==> src/rtl/fsqrt_pipe_hs.sv <==
// fsqrt_pipe_hs -- pipelined binary32 square root with valid/ready flow control.
//
// Stage p0 classifies the operand and builds a 50-bit fixed-point radicand.
// Stages p1..p3 run a restoring integer square root (9 + 8 + 8 = 25 result
// bits). Stage p4 rounds to 24 significant bits, applies the special-case
// override and forms the result. LAT-5 extra registers trail p4, and the last
// register of that chain drives the outputs. A single enable stalls the whole
// pipe whenever the output holds an unaccepted result.
//
// Parameters
//   LAT       accept-to-out_valid latency with no stall (>= 5)
//   TAG_W     width of the tag sideband
//   IEEE_EXC  1: full NaN/inf/negative handling, 0: legacy (sign ignored)
// Ports
//   clk, rstn            clock, synchronous active-low reset
//   flush                drop every in-flight operation
//   in_valid/in_ready    operand handshake; in_x operand, in_tag sideband
//   out_valid/out_ready  result handshake; out_y result, out_tag, out_inv
module fsqrt_pipe_hs #(
  parameter int LAT      = 5,
  parameter int TAG_W    = 5,
  parameter int IEEE_EXC = 1
) (
  input  logic             clk,
  input  logic             rstn,
  input  logic             flush,
  input  logic             in_valid,
  output logic             in_ready,
  input  logic [31:0]      in_x,
  input  logic [TAG_W-1:0] in_tag,
  output logic             out_valid,
  input  logic             out_ready,
  output logic [31:0]      out_y,
  output logic [TAG_W-1:0] out_tag,
  output logic             out_inv
);

  localparam int NT = LAT - 4;  // p4 plus the tail registers

  localparam logic [1:0] C_NORM = 2'd0;
  localparam logic [1:0] C_ZERO = 2'd1;
  localparam logic [1:0] C_INF  = 2'd2;
  localparam logic [1:0] C_NAN  = 2'd3;

  typedef struct packed {
    logic [49:0] rad;   // radicand bits not yet consumed, MSB pair first
    logic [27:0] rem;   // partial remainder
    logic [24:0] root;  // partial root
  } sq_t;

  typedef struct packed {
    sq_t              sq;
    logic [7:0]       ye;
    logic [1:0]       cls;
    logic             sgn;
    logic             inv;
    logic [TAG_W-1:0] tag;
  } st_t;

  // n iterations of the restoring square root, one result bit each
  function automatic sq_t sq_steps(input sq_t s, input int n);
    sq_t        r;
    logic [27:0] trial;
    r = s;
    for (int i = 0; i < n; i++) begin
      r.rem = {r.rem[25:0], r.rad[49:48]};
      r.rad = {r.rad[47:0], 2'b00};
      trial = {1'b0, r.root, 2'b01};
      if (r.rem >= trial) begin
        r.rem  = r.rem - trial;
        r.root = {r.root[23:0], 1'b1};
      end else begin
        r.root = {r.root[23:0], 1'b0};
      end
    end
    return r;
  endfunction

  function automatic st_t adv(input st_t s, input int n);
    st_t r;
    r    = s;
    r.sq = sq_steps(s.sq, n);
    return r;
  endfunction

  // The 25-bit root carries one guard bit below the 24-bit significand.
  // A tie is impossible (the radicand is even, so an exact root cannot be
  // odd), and the largest root never carries out of the significand.
  function automatic logic [22:0] rnd_man(input logic [23:0] r);
    return r[23:1] + {22'd0, r[0]};
  endfunction

  function automatic logic [31:0] res_y(input st_t s);
    logic [31:0] y;
    case (s.cls)
      C_ZERO:  y = {s.sgn, 31'd0};
      C_INF:   y = 32'h7F80_0000;
      C_NAN:   y = 32'h7FC0_0000;
      default: y = {1'b0, s.ye, rnd_man(s.sq.root[23:0])};
    endcase
    return y;
  endfunction

  logic en;
  assign en       = ~out_valid | out_ready;
  assign in_ready = en;

  logic [7:0]  ex;
  logic [22:0] mx;
  logic        sx;
  logic [8:0]  ysum;
  st_t         s0_nxt;

  assign sx   = in_x[31];
  assign ex   = in_x[30:23];
  assign mx   = in_x[22:0];
  assign ysum = {1'b0, ex} + 9'd126 + {8'd0, ex[0]};

  // An odd biased exponent means an even unbiased one: the radicand is
  // {1,m} with its binary point shifted one place less than the odd case,
  // so the root always lands in [2^24, 2^25).
  always_comb begin
    s0_nxt        = '0;
    s0_nxt.tag    = in_tag;
    s0_nxt.ye     = ysum[8:1];
    s0_nxt.sq.rad = ex[0] ? {2'b01, mx, 25'd0} : {1'b1, mx, 26'd0};
    s0_nxt.cls    = C_NORM;
    s0_nxt.sgn    = 1'b0;
    s0_nxt.inv    = 1'b0;
    if (IEEE_EXC != 0) begin
      if (ex == 8'd0) begin
        s0_nxt.cls = C_ZERO;
        s0_nxt.sgn = sx;
      end else if (ex == 8'hFF) begin
        if (mx == 23'd0) begin
          s0_nxt.cls = sx ? C_NAN : C_INF;
          s0_nxt.inv = sx;
        end else begin
          s0_nxt.cls = C_NAN;
          s0_nxt.inv = ~mx[22];
        end
      end else if (sx) begin
        s0_nxt.cls = C_NAN;
        s0_nxt.inv = 1'b1;
      end
    end else if (ex == 8'd0) begin
      s0_nxt.cls = C_ZERO;
    end
  end

  logic             vld_p0, vld_p1, vld_p2, vld_p3;
  logic [NT-1:0]    vld_p4;
  st_t              st_p0, st_p1, st_p2, st_p3;
  logic [31:0]      y_p4   [NT];
  logic [TAG_W-1:0] tag_p4 [NT];
  logic [NT-1:0]    inv_p4;

  always_ff @(posedge clk) begin
    if (!rstn || flush) begin
      vld_p0 <= 1'b0;
      vld_p1 <= 1'b0;
      vld_p2 <= 1'b0;
      vld_p3 <= 1'b0;
      vld_p4 <= '0;
    end else if (en) begin
      vld_p0    <= in_valid;
      vld_p1    <= vld_p0;
      vld_p2    <= vld_p1;
      vld_p3    <= vld_p2;
      vld_p4[0] <= vld_p3;
      for (int i = 1; i < NT; i++) vld_p4[i] <= vld_p4[i-1];
    end
  end

  always_ff @(posedge clk) begin
    if (en) begin
      // p0: classified operand and radicand
      st_p0 <= s0_nxt;
      // p1..p3: root bits 24..16, 15..8, 7..0
      st_p1 <= adv(st_p0, 9);
      st_p2 <= adv(st_p1, 8);
      st_p3 <= adv(st_p2, 8);
      // p4: rounding and special-case override, then tail
      y_p4[0]   <= res_y(st_p3);
      tag_p4[0] <= st_p3.tag;
      inv_p4[0] <= st_p3.inv;
      for (int i = 1; i < NT; i++) begin
        y_p4[i]   <= y_p4[i-1];
        tag_p4[i] <= tag_p4[i-1];
        inv_p4[i] <= inv_p4[i-1];
      end
    end
    // Only the register feeding the outputs has a defined reset value.
    if (!rstn) begin
      y_p4[NT-1]   <= '0;
      tag_p4[NT-1] <= '0;
      inv_p4[NT-1] <= 1'b0;
    end
  end

  logic unused_p3;
  assign unused_p3 = ^{st_p3.sq.rad, st_p3.sq.rem, st_p3.sq.root[24]};

  assign out_valid = vld_p4[NT-1];
  assign out_y     = y_p4[NT-1];
  assign out_tag   = tag_p4[NT-1];
  assign out_inv   = inv_p4[NT-1];

endmodule

==> config.mk <==
export PLATFORM = sky130hd
export DESIGN_NAME = fsqrt_pipe_hs
export DESIGN_NICKNAME = d
export VERILOG_FILES = /design/src/rtl/fsqrt_pipe_hs.sv
export SDC_FILE = /design/constraint.sdc
export NUM_CORES = 1
export LEC_CHECK = 0
export BUFFER_PORTS_ARGS = -buffer_cell sky130_fd_sc_hd__clkbuf_2
export CAP_MARGIN = 20
export CORE_MARGIN = 3
export CORE_UTILIZATION = 56
export DETAILED_ROUTE_END_ITERATION = 8
export MAX_ROUTING_LAYER = met4
export PLACE_DENSITY = 0.82
export SYNTH_ARGS = -nofsm -noshare
export SYNTH_HDL_FRONTEND = slang
export SYNTH_SLANG_ARGS = --single-unit
==> constraint.sdc <==
create_clock -name clk -period 35.2 [get_ports clk]
set_input_delay 1.76 -clock clk [delete_from_list [all_inputs] [get_ports clk]]
set_output_delay 1.76 -clock clk [all_outputs]
set_load 0.05 [all_outputs]
# Word level (Yosys, flattened, before mapping)
# Memory sizes are Yosys's and may differ from the RTL's.
# Cells that the tools add are included.
# op_classes
bitwise_logic,3
mux,106
magnitude_cmp,25
reduce_logical,4
n_eq_ne,4
n_addsub,27
# ops
op,count
$mux 26,46
$ge 28x27->1,24
$sub 26x26->26,23
$mux 25,22
$pmux 32 s3,1
$mux 50,1
$mux 1,33
$mux 32,1
$add 23x1->23,1
$logic_not 23->1,1
$add 8x7->9 const B,1
$add 9x1->9,1
$eq 8x8->1 const B,1
$logic_not 8->1,1
$eq 2x2->1 const B,2
$mux 2,2
$sub 2x1->3 const B,1
$eq 2x1->1 const B,1
$ge 2x1->1 const B,1
$not 1->1,2
$logic_not 1->1,1
$logic_or 1x1->1,1
$or 1x1->1,1
# totals
memories,2
elab_cells,207
ff_bits,298
ramBits,37
output_inout_bits,40
# mem_list
memory,depth,width,rd,rd_ports_with_merged_regs,write_ports,line_no,rtl
y_p4,1,32,1,0,2,154,logic [31:0] y_p4 [NT];
tag_p4,1,5,1,0,2,155,logic [TAG_W-1:0] tag_p4 [NT];

# Longest topological paths before layout
# Gate-level depths: netlist (run 1).
# depth
word_depth,26
depth_mapped,147

# Worst setup path before layout (run 1)
# OpenSTA, ideal clock, no wires.
# synth_timing
path_type,register -> register
startpoint,register st_p2[17] (netlist bit)
endpoint,"register st_p3[17] (netlist bit), data pin"
period_less_slack_ns,26.415
arrival_time_ns,26.154
setup_time_ns,0.261
path_buffers,15
setup_slack_ns,8.785
stages_incl_launch_ff,148
path_cell_list,edfxtp_1 inv_1 ha_1 inv_1 fa_1 nor2b_1 o21a_1 o21ai_0 a21boi_0 o2111ai_1 nand3_1 clkbuf_1 buf_1 nand2_1 o21ai_0 ha_1 a21o_1 a21o_1 [112 not listed] o21bai_1 a21oi_1 nor2b_1 o21ai_0 nand2b_1 a221oi_1 and4_1 nand2_1 buf_1 buf_1 a21oi_1 ha_1 a21o_1 a21o_1 a21oi_1 o2111ai_1 a221o_1 a311o_1
# synth_between
elab_chain_cells,23
word_cells_on_any_way,44
cone_classes,7 x add/sub; 8 x order compare; 29 x mux
# synth_rtl
item,line_no,rtl
start: declaration,153,"st_t st_p0, st_p1, st_p2, st_p3;"
start signal: assignment,181,"st_p2 <= adv(st_p1, 8);"
$sub 26x26->26 / $ge 28x27->1 (equally long branches),"70, 69",
$mux 26 / $mux 1 (equally long branches),69,if (r.rem >= trial) begin
$mux 26 / $mux 25 (equally long branches),176,if (en) begin
$sub 26x26->26 / $ge 28x27->1 (equally long branches),"70, 69",
$mux 26 / $mux 1 (equally long branches),69,
$mux 26 / $mux 25 (equally long branches),176,
$sub 26x26->26 / $ge 28x27->1 (equally long branches),"70, 69",
$mux 26 / $mux 1 (equally long branches),69,
[7 not listed],--,
$sub 26x26->26 / $ge 28x27->1 (equally long branches),"70, 69",
$mux 26 / $mux 1 (equally long branches),69,
$mux 26 / $mux 25 (equally long branches),176,
$sub 26x26->26 / $ge 28x27->1 (equally long branches),"70, 69",
$mux 26 / $mux 1 (equally long branches),69,
$mux 26 / $mux 25 (equally long branches),176,
$ge 28x27->1 *,69,
$mux 1 *,69,
end signal: assignment,182,"st_p3 <= adv(st_p2, 8);"
end: declaration,153,
# Every way passes the cells marked *; elsewhere a longest branch is shown, timed or not. The select of a mux whose other input is x is not followed.
# A chain may end at the register's enable or synchronous reset.

# Final worst setup path (run 1)
# Ends and elaborated chain as after synthesis.

==> results of run 1 <==
==> where the power goes <==
| group | switching (mW) | internal, mW |
|---|---|---|
| clock | 0.131 | 0.157 |
| combinational | 1.85 | 1.19 |
| sequential | 0.0406 | 0.381 |
| total | 2.02 | 1.72 |
==> layout by cell type, fill, tap and decap left out, drive strengths merged, types with 16 or more instances in the layout <==
cell type,Yosys,final
a211o,17,17
a211oi,46,46
a21boi,28,28
a21o,120,120
a21oi,428,428
a22oi,31,31
a31oi,44,44
and2,47,47
and3,36,36
buf,37,18
clkbuf,87,113
clkinv,5,19
dfxtp,43,43
edfxtp,201,201
ha,325,325
inv,217,219
mux2,56,56
mux2i,27,27
nand2,363,363
nand2b,51,51
nand3,107,107
nand4,57,57
nor2,393,393
nor2b,65,65
nor3,105,105
nor4,46,46
o2111ai,16,16
o211ai,36,36
o21a,57,57
o21ai,235,235
o21bai,64,64
o31ai,43,43
or2,33,33
or3,40,40
xnor2,232,232
xor2,105,105
==> registers in the layout, summed over array words and instances, names as in the netlist <==
register / cells
tag_p4: 5
st_p2: 59
vld_p2: 1
out_valid: 1
out_inv: 1
y_p4: 32
vld_p1: 1
st_p1: 59
st_p3: 41
vld_p3: 1
st_p0: 42
vld_p0: 1
==> through the flow <==
step / utilization (%) / hold WS, ns / instance area [um^2] / std cells
final: 60.3 / 0.411 / 34100 / 4892
after global routing: 60.3 / 0.405 / 34100 / 4892
after CTS: 60.2 / 0.400 / 34100 / 4891
after detailed placement: 58.7 / 0.405 / 33200 / 4839
after global placement: 58.7 / 0.401 / 33200 / 4839
after floorplan: - / 0.400 / 32200 / 4108
==> cell type report <==
class	count	area, um^2
Inverter	222	845
Clock inverter	20	171
Antenna cell	1	2.50
Multi-Input combinational cell	3518	24000
Timing Repair Buffer	99	541
Fill cell	5029	22500
Clock buffer	32	726
Sequential cell	244	6900
Tap cell	756	946
==> Yosys cell counts (all sizes together), types with 13 or more instances <==
master / instances
a2111oi: 14
o21a: 57
nand2b: 51
a211oi: 46
nor2: 393
dfxtp: 43
a21o: 120
o2111ai: 16
a21boi: 28
nor3b: 15
o31ai: 43
a21oi: 428
o21ai: 235
nor3: 105
nand2: 363
or4: 14
buf: 37
and2: 47
o21bai: 64
edfxtp: 201
or2: 33
nand4: 57
xnor2: 232
clkbuf: 87
nor4: 46
or3: 40
inv: 217
a211o: 17
nor2b: 65
nand3: 107
ha: 325
a31o: 14
mux2i: 27
xor2: 105
o211ai: 36
and4: 13
mux2: 56
and3: 36
a22oi: 31
a31oi: 44
o31a: 15
==> logic make-up (layout without fill, tap and decap cells) <==
kind of cell	Yosys count	count (layout)	synth area share (%)
AO/OA/AOI/OAI	1329	1329	27.2
XOR/XNOR	337	337	9.17
adder cells (fa/ha/maj)	328	328	12.8
buffers and inverters	346	373	4.18
flip-flops	244	244	21.4
multiplexers	83	83	2.84
other	1	4	0.0116
AND/OR/NAND/NOR	1438	1438	22.4
==> routing by layer <==
layer / routed length, um / share of wire [%] / vias to the layer above
met5: 0 / 0 / -
met3: 7400 / 7.9 / 243
met1: 40500 / 43 / 14500
met2: 42300 / 45 / 1388
li1: - / - / 15300
met4: 3440 / 3.7 / 0
==> path summary, 6_finish.rpt <==
kind	startpoint	endpoint
worst min register to register	st_p2[10]	st_p3[10]
worst min-delay path	st_p2[10]	st_p3[10]
worst max register to register	st_p2[17]	st_p3[17]
worst max-delay path	st_p2[17]	st_p3[17]
==> reports/summary.txt, run 1 <==
GRT busiest layer - met2
Die area - 0.0604 mm^2
Worst-path clk slew - 0.06 ns
Root Buffer - clkbuf_16
Seq/Total Area, Yosys - 21.4%
CP Capture Type - flop
Fin worst setup slack - 4.22 ns
TritonCTS clock tree - done
Tcrit/Tclk final - 88.0%
Required time of the critical path - 35.56 ns
Synth area leaders - edfxtp_1 19%, ha_1 13%, a21oi_1 6.7%
Setup violators final - 0
Largest net degree at the start of global routing - 80
Routability cong. - 0.992
Antenna Violating Nets Remaining - 0
Place WS - 5.08 ns
Starting density of the core - 56.9%
Kind of cell adding the most delay to the critical path - compound AO/OA/AOI/OAI gates
Crit path max fanout - 33
Max stage delay cell, worst path - inv_1
Leading area contributor after synthesis - edfxtp_1
Wire per inst - 19.1 um
Worst-Margin Slew - 0.992 ns
Status - finished, final reports clean
Max-slew violations - 0
Ys async rst share - 0%
Vias in the first global route - 29300
Avg Synthesized Cell Area - 7.84 um^2
Met2 GRT Util - 49.5%
Top Ports - 82
DR DRC count - 0
H-tree depth - 1
Vias per inst - 6.43
Max-Cap Viols - 0
YS warnings - 0
First-pass GRT wire length - 150000 um
Die W - 246 um
Hold Crit Depth - 0
Rows - 87
Buffers on Ports - 81
Maximum VDD drop - 0.112 mV
RSZ-0062 raised after global routing - no
Die height - 246 um
Fmax - 32.3 MHz
Pleak - 14.7 nW
Grt met1 use - 40.4%
Yosys reg bits - 244
Mapped Cells - 4106
Worst R2R Setup Slack - 4.22 ns
Critical Path Source Type - flop
Clock skew - 0.0357 ns
Worst reg-to-reg path cell count - 135
PostCTS Resize Cnt - 0
All-Layer GR Usage - 30.9%
CP peak stage delay - 0.77 ns
Ratio of cells with drive above 1 in the final layout - 7.74%
Clock tree buffer depth - 3
Initial antenna violation count - 1
Min-delay worst type - flop to flop
Detailed Routing Iterations Pass 1 - 6
CP arrival - 31.33 ns
Fin Setup TNS - 0 ns
Post-synth EDFFs - 201
Crit path depth - 135
Final Hold Viols - 0
Critical path class - flop to flop
Critical Path Most Common Cell - a21oi_1
Synth cell types - 123
Area growth syn-to-layout - 5.92%
Initial drt markers - 3015
Fin nets - 4483
Clock Latency Late Sink - 0.60 ns
WP buf/inv - 18
Top cell type's share of synthesized area - 18.7%
CTS buffer count - 28
Synth Cell Area - 0.0322 mm^2
Overflow after GRT - 0
Met3 usage - 3.43%
Min Clock Period, post-route - 30.98 ns
Max-slew headroom - 33.9%
Routed WL - 93700 um
Post-CTS setup buffers - 0
Cts hold-fix bufs - 0
Clk sink count - 244
Post-synth top flop - edfxtp_1
Pwr dens - 110 mW/mm^2
Routed vias - 31500
Hpwl dp - 72800 um
Total core area - 0.0566 mm^2
Tot Pwr - 3.75 mW
(Power assumes the default switching activity.)
==> run 2: changes to the inputs <==
--- a/config.mk
+++ b/config.mk
@@ -12,6 +12,7 @@
 export DETAILED_ROUTE_END_ITERATION = 8
 export MAX_ROUTING_LAYER = met4
 export PLACE_DENSITY = 0.82
+export RECOVER_POWER = 100
 export SYNTH_ARGS = -nofsm -noshare
 export SYNTH_HDL_FRONTEND = slang
 export SYNTH_SLANG_ARGS = --single-unit
==> reports/summary.txt, run 2 (synthesized netlist as in run 1, its figures left out) <==
Fin Setup TNS - 0 ns (unchanged)
Pleak - 14.6 nW (was 14.7 nW)
Number of cells after detailed placement - 4839 (unchanged)
Crit path max fanout - 34 (was 33)
Max stage delay cell, worst path - o211ai_1 (was inv_1)
Top Ports - 82 (unchanged)
Sequential share of power - 11.3% (was 11.2%)
Tot Pwr - 3.74 mW (was 3.75 mW)
Die W - 246 um (unchanged)
Vias per inst - 6.44 (was 6.43)
Clock tree buffer depth - 3 (unchanged)
Critical path class - flop to flop (unchanged)
Die area - 0.0604 mm^2 (unchanged)
Routed WL - 93700 um (about the same)
Die height - 246 um (unchanged)
Status - finished with violations (was finished, final reports clean)
Non-filler cells, final - 4892 (unchanged)
Max-slew headroom - -176% (was 33.9%)
Cts hold-fix bufs - 0 (unchanged)
Clock power frac - 7.7% (about the same)
Root Buffer - clkbuf_16 (unchanged)
Final Hold Viols - 0 (unchanged)
DR DRC count - 0 (unchanged)
Tcrit/Tclk final - 90.9% (was 88.0%)
Max-Cap Viols - 6 (was 0)
Clock skew - 0.0369 ns (was 0.0357 ns)
Kind of cell adding the most delay to the critical path - compound AO/OA/AOI/OAI gates (unchanged)
Initial drt markers - 2980 (was 3015)
Required time of the critical path - 35.52 ns (was 35.56 ns)
Hpwl dp - 72800 um (unchanged)
Wire per inst - 19.2 um (was 19.1 um)
Vias in the first global route - 29300 (unchanged)
Detailed Routing Iterations Pass 1 - 6 (unchanged)
Fin nets - 4483 (unchanged)
Min-delay worst type - flop to flop (unchanged)
Largest net degree at the start of global routing - 80 (unchanged)
TritonCTS clock tree - done (unchanged)
Pwr dens - 110 mW/mm^2 (about the same)
Most frequent cells in the layout - 428 x a21oi_1, 391 x nor2_1, 362 x nand2_1 (was 428 x a21oi_1, 390 x nor2_1, 360 x nand2_1)
Area growth syn-to-layout - 5.38% (was 5.92%)
RSZ-0062 raised after global routing - no (unchanged)
Setup violators final - 0 (unchanged)
Critical Path Most Common Cell - a21oi_1 (unchanged)
Routed vias - 31500 (about the same)
Maximum VDD drop - 0.112 mV (about the same)
Starting density of the core - 56.9% (unchanged)
Worst-Margin Slew - 4.14 ns (was 0.992 ns)
Fill cells - 5092 (was 5029)
CP peak stage delay - 1.29 ns (was 0.77 ns)
Net Sw Frac - 54.0% (about the same)
P_int - 1.72 mW (about the same)
Overflow after GRT - 0 (unchanged)
CP arrival - 32.30 ns (was 31.33 ns)
CP Capture Type - flop (unchanged)
Antenna Violating Nets Remaining - 0 (unchanged)
Clk sink count - 244 (unchanged)
Combinational Power Share - 81.0% (was 81.1%)
Worst-path clk slew - 0.06 ns (about the same)
Critical Path Source Type - flop (unchanged)
CTS buffer count - 28 (unchanged)
Clock Latency Late Sink - 0.61 ns (was 0.60 ns)
Buffers on Ports - 81 (unchanged)
Initial antenna violation count - 1 (unchanged)
Post-CTS setup buffers - 0 (unchanged)
Most common cell after layout, fill and taps aside - a21oi_1 (unchanged)
Rows - 87 (unchanged)
H-tree depth - 1 (unchanged)
WP buf/inv - 15 (was 18)
Min Clock Period, post-route - 31.99 ns (was 30.98 ns)
Max-slew violations - 293 (was 0)
First-pass GRT wire length - 150000 um (unchanged)
Routability cong. - 0.992 (unchanged)
All-Layer GR Usage - 30.9% (unchanged)
PostCTS Resize Cnt - 0 (unchanged)
Largest regs - st_p1 (59), st_p2 (59), st_p0 (42) (unchanged)
Fmax - 31.3 MHz (was 32.3 MHz)
Failing checks - max-capacitance violations, max-slew violations
Ratio of cells with drive above 1 in the final layout - 5.80% (was 7.74%)
Net switching power figure - 2.02 mW (about the same)
Total core area - 0.0566 mm^2 (unchanged)
Final core utilization - 59.9% (was 60.3%)
[run 2: final cells by class]
class | count | area [um^2] | share of cell area [%]
multi-input combinational | 3518 | 23900 | 70.4
antenna | 1 | 2.50 | 0.00737
sequential | 244 | 6900 | 20.3
tap | 756 | 946 | 2.79
timing repair buffer | 99 | 469 | 1.38
inverter | 222 | 838 | 2.47
clock buffer | 32 | 726 | 2.14
clock inverter | 20 | 171 | 0.505
[run 2: worst paths after layout]
check,start,slack [ns],cells after the start,to
max,st_p1[20],3.21,121,st_p2[49]
min,st_p2[10],0.40,0,st_p3[10]
max reg2reg,st_p1[20],3.21,121,st_p2[49]
min reg2reg,st_p2[10],0.40,0,st_p3[10]
[run 2: stage by stage]
stage	setup WS, ns	cell area [um^2]	hold WS [ns]
after floorplan	8.79	32200	0.400
after CTS	4.98	34100	0.400
after global routing	0.774	33900	0.405
final	3.21	33900	0.405
after detailed placement	5.08	33200	0.405
after global placement	6.05	33200	0.401
[run 2: power by group through the flow]
stage	registers (mW)	clock network [mW]	logic, mW
after floorplan	0.421	0	2.36
after global placement	0.425	0	2.90
after detailed placement	0.426	0	2.95
after CTS	0.420	0.293	2.98
after global routing	0.426	0.304	3.35
final	0.421	0.289	3.03
[run 2: layer usage]
metal  track usage (%)  vias up  share of wire, %
met5                 -        -                 0
li1                  -    15300                 -
met2              49.5     1345                45
met3              3.43      265               7.9
met1              40.4    14600                43
met4              10.9        0               3.8
